==> src/rtl/uart_pkg.sv <==
// Shared types and constants for the UART transmit scheduler.
package uart_pkg;

  typedef enum logic [1:0] {
    S_IDLE,
    S_START,
    S_DATA,
    S_STOP
  } state_t;

  localparam int unsigned DATA_BITS = 8;

  // Line bits per frame: start + data + stop.
  function automatic int unsigned frame_bits(input int unsigned stop_bits);
    return 1 + DATA_BITS + stop_bits;
  endfunction

endpackage

==> src/rtl/uart_tx_sched_if.sv <==
// Two byte requesters (A = CPU, B = monitor) feeding the transmit scheduler.
interface uart_tx_sched_if;
  import uart_pkg::*;

  logic                 req_a_valid;
  logic [DATA_BITS-1:0] req_a_data;
  logic                 req_a_ready;
  logic                 req_b_valid;
  logic [DATA_BITS-1:0] req_b_data;
  logic                 req_b_ready;

  modport master (
    output req_a_valid, req_a_data, req_b_valid, req_b_data,
    input  req_a_ready, req_b_ready
  );

  modport slave (
    input  req_a_valid, req_a_data, req_b_valid, req_b_data,
    output req_a_ready, req_b_ready
  );

endinterface

==> src/rtl/uart_baud_div.sv <==
// Bit-period divider: counts 0..CLK_DIV-1 while enabled, one-cycle tick on wrap.
module uart_baud_div #(
  parameter int unsigned CLK_DIV = 104
) (
  input  logic clk,
  input  logic reset,
  input  logic clear,
  input  logic enable,
  output logic tick_c
);

  localparam int unsigned     CNT_W   = (CLK_DIV > 1) ? $clog2(CLK_DIV) : 1;
  localparam logic [CNT_W-1:0] CNT_MAX = CNT_W'(CLK_DIV - 1);

  logic [CNT_W-1:0] count;

  assign tick_c = enable && (count == CNT_MAX);

  always_ff @(posedge clk) begin
    if (reset || clear) begin
      count <= '0;
    end else if (tick_c) begin
      count <= '0;
    end else if (enable) begin
      count <= count + CNT_W'(1);
    end
  end

endmodule

==> src/rtl/uart_tx_sched.sv <==
// Round-robin arbiter between two byte requesters driving one 8N1/8N2 serial line.
module uart_tx_sched
  import uart_pkg::*;
#(
  parameter int unsigned CLK_DIV   = 104,
  parameter int unsigned STOP_BITS = 1
) (
  input  logic             clk,
  input  logic             reset,
  uart_tx_sched_if.slave   req,
  output logic             serial_out,
  output logic             tx_busy,
  output logic             last_grant
);

  localparam int unsigned      BIT_W     = $clog2(DATA_BITS);
  localparam logic [BIT_W-1:0] DATA_LAST = BIT_W'(DATA_BITS - 1);
  localparam logic [BIT_W-1:0] STOP_LAST = BIT_W'(STOP_BITS - 1);

  state_t               state, state_nxt;
  logic [DATA_BITS-1:0] shift, shift_nxt;
  logic [BIT_W-1:0]     bit_cnt, bit_cnt_nxt;
  logic                 serial_nxt;
  logic                 grant_nxt;
  logic                 div_clr_c;
  logic                 div_en_c;
  logic                 tick_c;
  logic                 ready_a_c;
  logic                 ready_b_c;

  assign div_en_c        = (state != S_IDLE);
  assign req.req_a_ready = ready_a_c;
  assign req.req_b_ready = ready_b_c;

  uart_baud_div #(
    .CLK_DIV (CLK_DIV)
  ) u_baud_div (
    .clk    (clk),
    .reset  (reset),
    .clear  (div_clr_c),
    .enable (div_en_c),
    .tick_c (tick_c)
  );

  // Next state, arbitration and the next value of every output flop.
  always_comb begin
    state_nxt   = state;
    shift_nxt   = shift;
    bit_cnt_nxt = bit_cnt;
    serial_nxt  = serial_out;
    grant_nxt   = last_grant;
    div_clr_c   = 1'b0;
    ready_a_c   = 1'b0;
    ready_b_c   = 1'b0;

    unique case (state)
      S_IDLE: begin
        serial_nxt = 1'b1;
        if (!reset && (req.req_a_valid || req.req_b_valid)) begin
          // On a tie the requester that did not win last time gets the line.
          if (req.req_a_valid && (!req.req_b_valid || last_grant)) begin
            ready_a_c = 1'b1;
            grant_nxt = 1'b0;
            shift_nxt = req.req_a_data;
          end else begin
            ready_b_c = 1'b1;
            grant_nxt = 1'b1;
            shift_nxt = req.req_b_data;
          end
          state_nxt   = S_START;
          serial_nxt  = 1'b0;
          bit_cnt_nxt = '0;
          div_clr_c   = 1'b1;
        end
      end

      S_START: begin
        if (tick_c) begin
          state_nxt  = S_DATA;
          serial_nxt = shift[0];
        end
      end

      S_DATA: begin
        if (tick_c) begin
          if (bit_cnt == DATA_LAST) begin
            state_nxt   = S_STOP;
            serial_nxt  = 1'b1;
            bit_cnt_nxt = '0;
          end else begin
            shift_nxt   = shift >> 1;
            serial_nxt  = shift[1];
            bit_cnt_nxt = bit_cnt + BIT_W'(1);
          end
        end
      end

      S_STOP: begin
        if (tick_c) begin
          if (bit_cnt == STOP_LAST) begin
            state_nxt   = S_IDLE;
            bit_cnt_nxt = '0;
          end else begin
            bit_cnt_nxt = bit_cnt + BIT_W'(1);
          end
        end
      end

      default: begin
        state_nxt = S_IDLE;
      end
    endcase
  end

  always_ff @(posedge clk) begin
    if (reset) begin
      state      <= S_IDLE;
      shift      <= '0;
      bit_cnt    <= '0;
      serial_out <= 1'b1;
      tx_busy    <= 1'b0;
      last_grant <= 1'b1;
    end else begin
      state      <= state_nxt;
      shift      <= shift_nxt;
      bit_cnt    <= bit_cnt_nxt;
      serial_out <= serial_nxt;
      tx_busy    <= (state_nxt != S_IDLE);
      last_grant <= grant_nxt;
    end
  end

endmodule

==> src/flat_wrapper.sv <==
// flat-port wrapper written by rule: the top's interface ports become plain ports
module uart_tx_sched_flat import uart_pkg::*;
#(
  parameter int unsigned CLK_DIV   = 104,
  parameter int unsigned STOP_BITS = 1
)
  (clk, reset, serial_out, tx_busy, last_grant, req_req_a_valid, req_req_a_data, req_req_b_valid, req_req_b_data, req_req_a_ready, req_req_b_ready);
  uart_tx_sched_if req_i ();
  input  logic clk;
  input  logic reset;
  output logic serial_out;
  output logic tx_busy;
  output logic last_grant;
  input wire logic [$bits(req_i.req_a_valid)-1:0] req_req_a_valid;
  input wire logic [$bits(req_i.req_a_data)-1:0] req_req_a_data;
  input wire logic [$bits(req_i.req_b_valid)-1:0] req_req_b_valid;
  input wire logic [$bits(req_i.req_b_data)-1:0] req_req_b_data;
  output wire logic [$bits(req_i.req_a_ready)-1:0] req_req_a_ready;
  output wire logic [$bits(req_i.req_b_ready)-1:0] req_req_b_ready;
  assign req_i.req_a_valid = req_req_a_valid;
  assign req_i.req_a_data = req_req_a_data;
  assign req_i.req_b_valid = req_req_b_valid;
  assign req_i.req_b_data = req_req_b_data;
  assign req_req_a_ready = req_i.req_a_ready;
  assign req_req_b_ready = req_i.req_b_ready;
  uart_tx_sched #(.CLK_DIV(CLK_DIV), .STOP_BITS(STOP_BITS)) u_core (.clk(clk), .reset(reset), .req(req_i), .serial_out(serial_out), .tx_busy(tx_busy), .last_grant(last_grant));
endmodule
==> config.mk <==
export PLATFORM = sky130hd
export DESIGN_NAME = uart_tx_sched_flat
export DESIGN_NICKNAME = d
export VERILOG_FILES = /design/src/rtl/uart_pkg.sv /design/src/rtl/uart_tx_sched_if.sv /design/src/rtl/uart_baud_div.sv /design/src/rtl/uart_tx_sched.sv /design/src/flat_wrapper.sv
export SDC_FILE = /design/constraint.sdc
export NUM_CORES = 1
export LEC_CHECK = 0
export BUFFER_PORTS_ARGS = -buffer_cell sky130_fd_sc_hd__buf_2
export CAP_MARGIN = 20
export CORE_MARGIN = 2
export CORE_UTILIZATION = 38
export DETAILED_ROUTE_END_ITERATION = 8
export HOLD_SLACK_MARGIN = 0.02
export REMOVE_ABC_BUFFERS = 1
export SLEW_MARGIN = 30
export SYNTH_ARGS = -nofsm -noshare
export SYNTH_HDL_FRONTEND = slang
export SYNTH_SLANG_ARGS = --single-unit
==> constraint.sdc <==
create_clock -name clk -period 3.4 [get_ports clk]
set_input_delay 0 -clock clk [delete_from_list [all_inputs] [get_ports clk]]
set_output_delay 0 -clock clk [all_outputs]
set_load 0.02 [all_outputs]
# Word-level counts from Yosys, hierarchy flattened
# Index checks and enable logic that the tools add are counted.
word_totals:
  regBits: 23
  input_bits: 20
  out_inout_bits: 5
  word_cells: 70
op_classes:
  add_sub_neg: 2
  eq_ne: 10
  mux: 31
  n_reduce_logical: 20
ops:
  columns: ["operator", "count"]
  rows:
  - ["8-bit 2-to-1 mux", 4]
  - ["8-bit one-hot mux with 2 select lines", 1]
  - ["3-bit 2-to-1 mux", 5]
  - ["1-bit 2-to-1 mux", 12]
  - ["2-bit 2-to-1 mux", 6]
  - ["3-bit one-hot mux with 3 select lines", 1]
  - ["2-bit by 1-bit inequality test with 1-bit output (second input constant)", 4]
  - ["2-bit one-hot mux with 4 select lines", 1]
  - ["4-bit AND reduction", 2]
  - ["7-bit by 1-bit adder with 7-bit output (second input constant)", 1]
  - ["7-bit equality test (second input constant)", 1]
  - ["2-bit nonzero test", 3]
  - ["3-bit nonzero test", 2]
  - ["2-bit equality test (second input constant)", 2]
  - ["3-bit by 1-bit adder with 3-bit output (second input constant)", 1]
  - ["3-bit equality test (second input constant)", 1]
  - ["1-bit logical AND", 3]
  - ["3-bit zero test", 1]
  - ["1-bit logical OR", 3]
  - ["1-bit one-hot mux with 3 select lines", 1]
  - ["3-bit AND reduction", 1]
  - ["2-bit by 1-bit equality test with 1-bit output (second input constant)", 1]
  - ["1-bit zero test", 2]
  - ["2-bit zero test", 1]
  - ["other kinds (3)", 3]

# Longest topological paths before layout
depth:
  depth_word: 6
  ltp_mapped: 7
  mapped_depth_nobuf: 6

# By module
# From an unflattened synthesis, not the netlist that was laid out.
unflattened:
  hier_cells: 165
  area_unflattened_um2: 1357.6
modules_own_cells:
  columns: ["module", "n_inst", "cells_per_inst", "area_per_inst_um2", "seq_area_each_um2"]
  rows:
  - ["uart_tx_sched", 1, 129, 1008.5, 320.3]
  - ["uart_baud_div", 1, 36, 349.1, 140.1]

# Worst setup path before layout
# OpenSTA, ideal clock, no wires.
synth_timing:
  path_kind: "reg-to-reg"
  from: "register u_core.state[0]"
  to: "register u_core.tx_busy"
  setup_time_ns: 0.136
  arrival_time_ns: 1.681
  required_ns: 3.264
  slack_ns: 1.583
  path_stages_with_launch: 7
  n_path_buf: 0
  synth_period_minus_slack_ns: 1.817
  cell_sequence: "dfxtp_1 > inv_1 > ha_1 > and4b_1 > nand2_1 > a2111oi_0 > o32ai_1"
synth_via:
  elab_chain_len: 5
  word_cells_on_any_way: 14
  cone_classes: "eq/ne (3); mux (7); reduce/logical (4)"
synth_lines:
  columns: ["item", "line_no", "rtl"]
  rows:
  - ["from (decl)", "uart_tx_sched.sv:20", "state_t state, state_nxt;"]
  - ["from (signal assigned)", "uart_tx_sched.sv:124", "state <= state_nxt;"]
  - ["2-bit nonzero test", "uart_tx_sched.sv:31", "assign div_en_c = (state != S_IDLE);"]
  - ["1-bit logical AND", "uart_baud_div.sv:17", "assign tick_c = enable && (count == CNT_MAX);"]
  - ["2-bit 2-to-1 mux (on tied branches)", "uart_tx_sched.sv:99, uart_tx_sched.sv:78, uart_tx_sched.sv:85", null]
  - ["2-bit one-hot mux with 4 select lines *", "uart_tx_sched.sv:56", "unique case (state)"]
  - ["2-bit nonzero test *", "uart_tx_sched.sv:128", "tx_busy <= (state_nxt != S_IDLE);"]
  - ["to (signal assigned)", "uart_tx_sched.sv:128", null]
  - ["to (decl)", "uart_tx_sched.sv:12", "output logic tx_busy,"]
# Every way passes the cells marked *; elsewhere a longest branch is shown, timed or not.
# A chain may end at the register's enable or synchronous reset.

# Final worst setup path
# Ends and elaborated chain as after synthesis.

==> results by group <==
CTS
  – Worst-Skew Late Latency: 0.26 ns
  – H-tree levels: 1
  – TritonCTS clock tree: built
  – Max clock buf depth: 2
  – Total CTS buffers: 3
  – # resized after CTS: 0
  – Hold buffers post-CTS: 0
  – Root Driver: clkbuf_8
  – Buffer count from post-CTS setup fixing: 0
  – Clock Pin Slew Worst Setup and Hold Paths: 0.08 ns
  – TritonCTS Sinks: 23

STA
  – Fin Setup TNS: 0 ns
  – Fin crit share: 68.8%
  – Final Critical Period: 2.34 ns
  – Final setup viols: 0
  – Worst Clk Skew: 0.00341 ns
  – Final-report hold violation count: 0
  – Unrepaired setup endpoints after global routing: no
  – Worst slew pin tran: 0.848 ns
  – Max-slew violation count: 0
  – Hold slack: 0.0385 ns
  – Rel. slew slack: 43.5%
  – Peak Freq: 428 MHz

Synth
  – Mean Syn Cell Area: 8.79 µm²
  – Top cell type's share of synthesized area: 32.5%
  – Synth area leaders: dfxtp_1 33%, ha_1 8.8%, a32o_1 5.7%, a211o_1 4.3%, and3b_1 4.3%
  – Mapped Cells: 161
  – Post-synthesis sequential area ratio: 32.5%
  – Synth cell count leaders: 23 x dfxtp_1, 15 x nor2_1, 10 x ha_1
  – Post-synth EDFFs: 0
  – Mapped Area: 1420 µm²
  – Post-synthesis async set-or-reset flop share: 0%
  – Syn. warnings: 0
  – Top-count cell post-synth: dfxtp_1
  – Count of cell types in the netlist: 42
  – Largest area contributor in the netlist: dfxtp_1
  – FF+latch count, synth: 23
  – Most used flip-flop cell after synthesis: dfxtp_1

Pwr
  – Worst VDD drop: 0.000260 V
  – NetSw: 461 µW
  – Combinational Power Share: 50.3%
  – Internal power: 658 µW
  – P per Cell Area: 696 nW/µm²
  – Static Leak: 0.671 nW
  – Clock power frac: 15.0%
  – Sequential power share: 34.7%
  – Power, Total: 1.12 mW
  – Switching share of power: 41.2%

Worst setup path
  – Slack of the worst reg-to-reg path: 1.06 ns
  – Crit path DAT: 2.47 ns
  – Worst-path maximum fanout: 15
  – WS Path Type: flip-flop to flip-flop
  – Worst EP required: 3.54 ns
  – Reg2reg end: u_core.tx_busy
  – Startpoint class of the critical path: flip-flop
  – Length in cells of the worst reg-to-reg path: 6
  – Critical Path Sink Type: flip-flop
  – Critical R2R Launch: u_core.state[0]

Routing
  – DR WL/cell: 13.5 µm
  – Antenna-violating nets left: 0
  – Initial DRT Pass Iterations: 4
  – Residual DRC: 0
  – Drt initial violations: 88
  – Post-Route WL: 3110 µm
  – Via count: 1278
  – Average via count per standard cell: 5.56

Floorplan
  – Top Ports: 25
  – Num rows: 22
  – Die area: 4230 µm²
  – Core area: 3630 µm²
  – Initial Utilization: 38.9%
  – Die width: 65.0 µm
  – Die H: 65.0 µm

Cells and area
  – Area delta synth->final: 13.6%
  – Fin nets: 213
  – Antenna Cells: 0
  – Fraction of final layout cells sized beyond drive strength 1: 17.6%

Min path
  – Hold Path Cell Cnt: 2
  – Hold path start: reset
  – Worst Hold Class: primary input to flip-flop
  – Hold EP: u_core.bit_cnt[0]

Global route
  – Initial antenna violation count: 0
  – First-pass GRT wire length: 5150 µm
  – Vias in the first global route: 1185
  – Largest net degree at the start of global routing: 26
  – Remaining Overflow, GRT: 0
  – GRT Resource Usage Total: 15.2%

Flow run
  – Max-Cap Viols: 0

Place
  – DP HPWL: 2320 µm
  – Final GP Congestion: 0.788
  – PortBufs: 24

Run status
  – Outcome: finished, final reports clean
## kinds of logic (layout without fill, tap and decap cells)
logic type / Yosys count / in the layout / share of synthesized area [%]
AO/OA/AOI/OAI: 46 / 46 / 24.1
XOR/XNOR: 6 / 6 / 3.71
adder cells (fa/ha/maj): 10 / 10 / 8.84
buffers and inverters: 14 / 35 / 4.16
flip-flops: 23 / 23 / 32.5
multiplexers: 2 / 2 / 1.50
AND/OR/NAND/NOR: 60 / 60 / 25.2
## layout by cell type, fill, tap and decap left out, types with 2 or more instances in the layout
cell	instances
inv_1	7
nand4_1	3
a21o_1	2
nand2b_1	8
buf_2	24
xnor2_1	3
a311oi_1	2
nand2_1	8
clkbuf_8	3
xor2_1	3
nor2_1	15
nor3_1	3
and3_1	2
and3b_1	7
nor2b_1	2
dfxtp_1	23
o22ai_1	2
nand3_1	3
a211o_1	7
ha_1	10
a32o_1	8
a21oi_1	7
nand4b_1	3
o21ai_0	9
## critical path, cell delays in order, from the launching register on
cell and delay [ns]:
dfxtp_1 0.42, inv_1 0.13, ha_1 0.39, and4b_1 0.40
nand2_1 0.10, a2111oi_0 0.62, o32ai_1 0.14
## metrics by stage
stage	instances	util (%)	cell area (µm²)	worst slack, ns
2_1_floorplan	154	-	1380	1.46
3_3_place_gp	226	43.0	1560	1.11
3_5_place_dp	226	43.0	1560	1.11
4_1_cts	230	44.2	1610	1.08
5_1_grt	230	44.2	1610	0.822
6_report	230	44.2	1610	1.06
## state kept, by name, summed over array words and instances (netlist names)
signal	cells
u_core.shift	8
u_core.u_baud_div.count	7
u_core.bit_cnt	3
u_core.state	2
u_core.last_grant	1
u_core.serial_out	1
u_core.tx_busy	1
## cell type report
class | instances | area (µm²)
multi-input cells | 124 | 896
inverters | 7 | 26.3
fillers | 377 | 2030
well taps | 48 | 60.1
flip-flops and latches | 23 | 460
clock buffers | 4 | 45.0
repair buffers | 24 | 120
## how the worst max path moves through the flow
stage / cells past startpoint / from / end / slack, ns
final: 6 / u_core.state[0] / u_core.tx_busy / 1.06
after global routing: 5 / u_core.state[0] / u_core.shift[2] / 0.82
after CTS: 5 / u_core.state[0] / u_core.shift[5] / 1.08
after detailed placement: 6 / u_core.state[1] / u_core.tx_busy / 1.11
after global placement: 6 / u_core.state[1] / u_core.tx_busy / 1.11
after floorplan: 6 / u_core.state[0] / u_core.tx_busy / 1.46
## power groups by stage
stage | combinational [mW] | clock, mW | sequential [mW]
2_1_floorplan | 0.414 | 0 | 0.403
3_3_place_gp | 0.554 | 0 | 0.390
3_5_place_dp | 0.559 | 0 | 0.394
4_1_cts | 0.564 | 0.173 | 0.388
5_1_grt | 0.627 | 0.186 | 0.399
6_report | 0.564 | 0.168 | 0.388
## routing by layer
| layer | up-vias | wire length (µm) | track usage (%) |
|---|---|---|---|
| met2 | 25 | 1510 | 27.2 |
| li1 | 644 | - | - |
| met3 | 5 | 135 | 2.26 |
| met4 | 0 | 34 | 4.69 |
| met5 | - | 0 | 0 |
| met1 | 604 | 1430 | 18.7 |
Power figures use the tool's default switching activity.
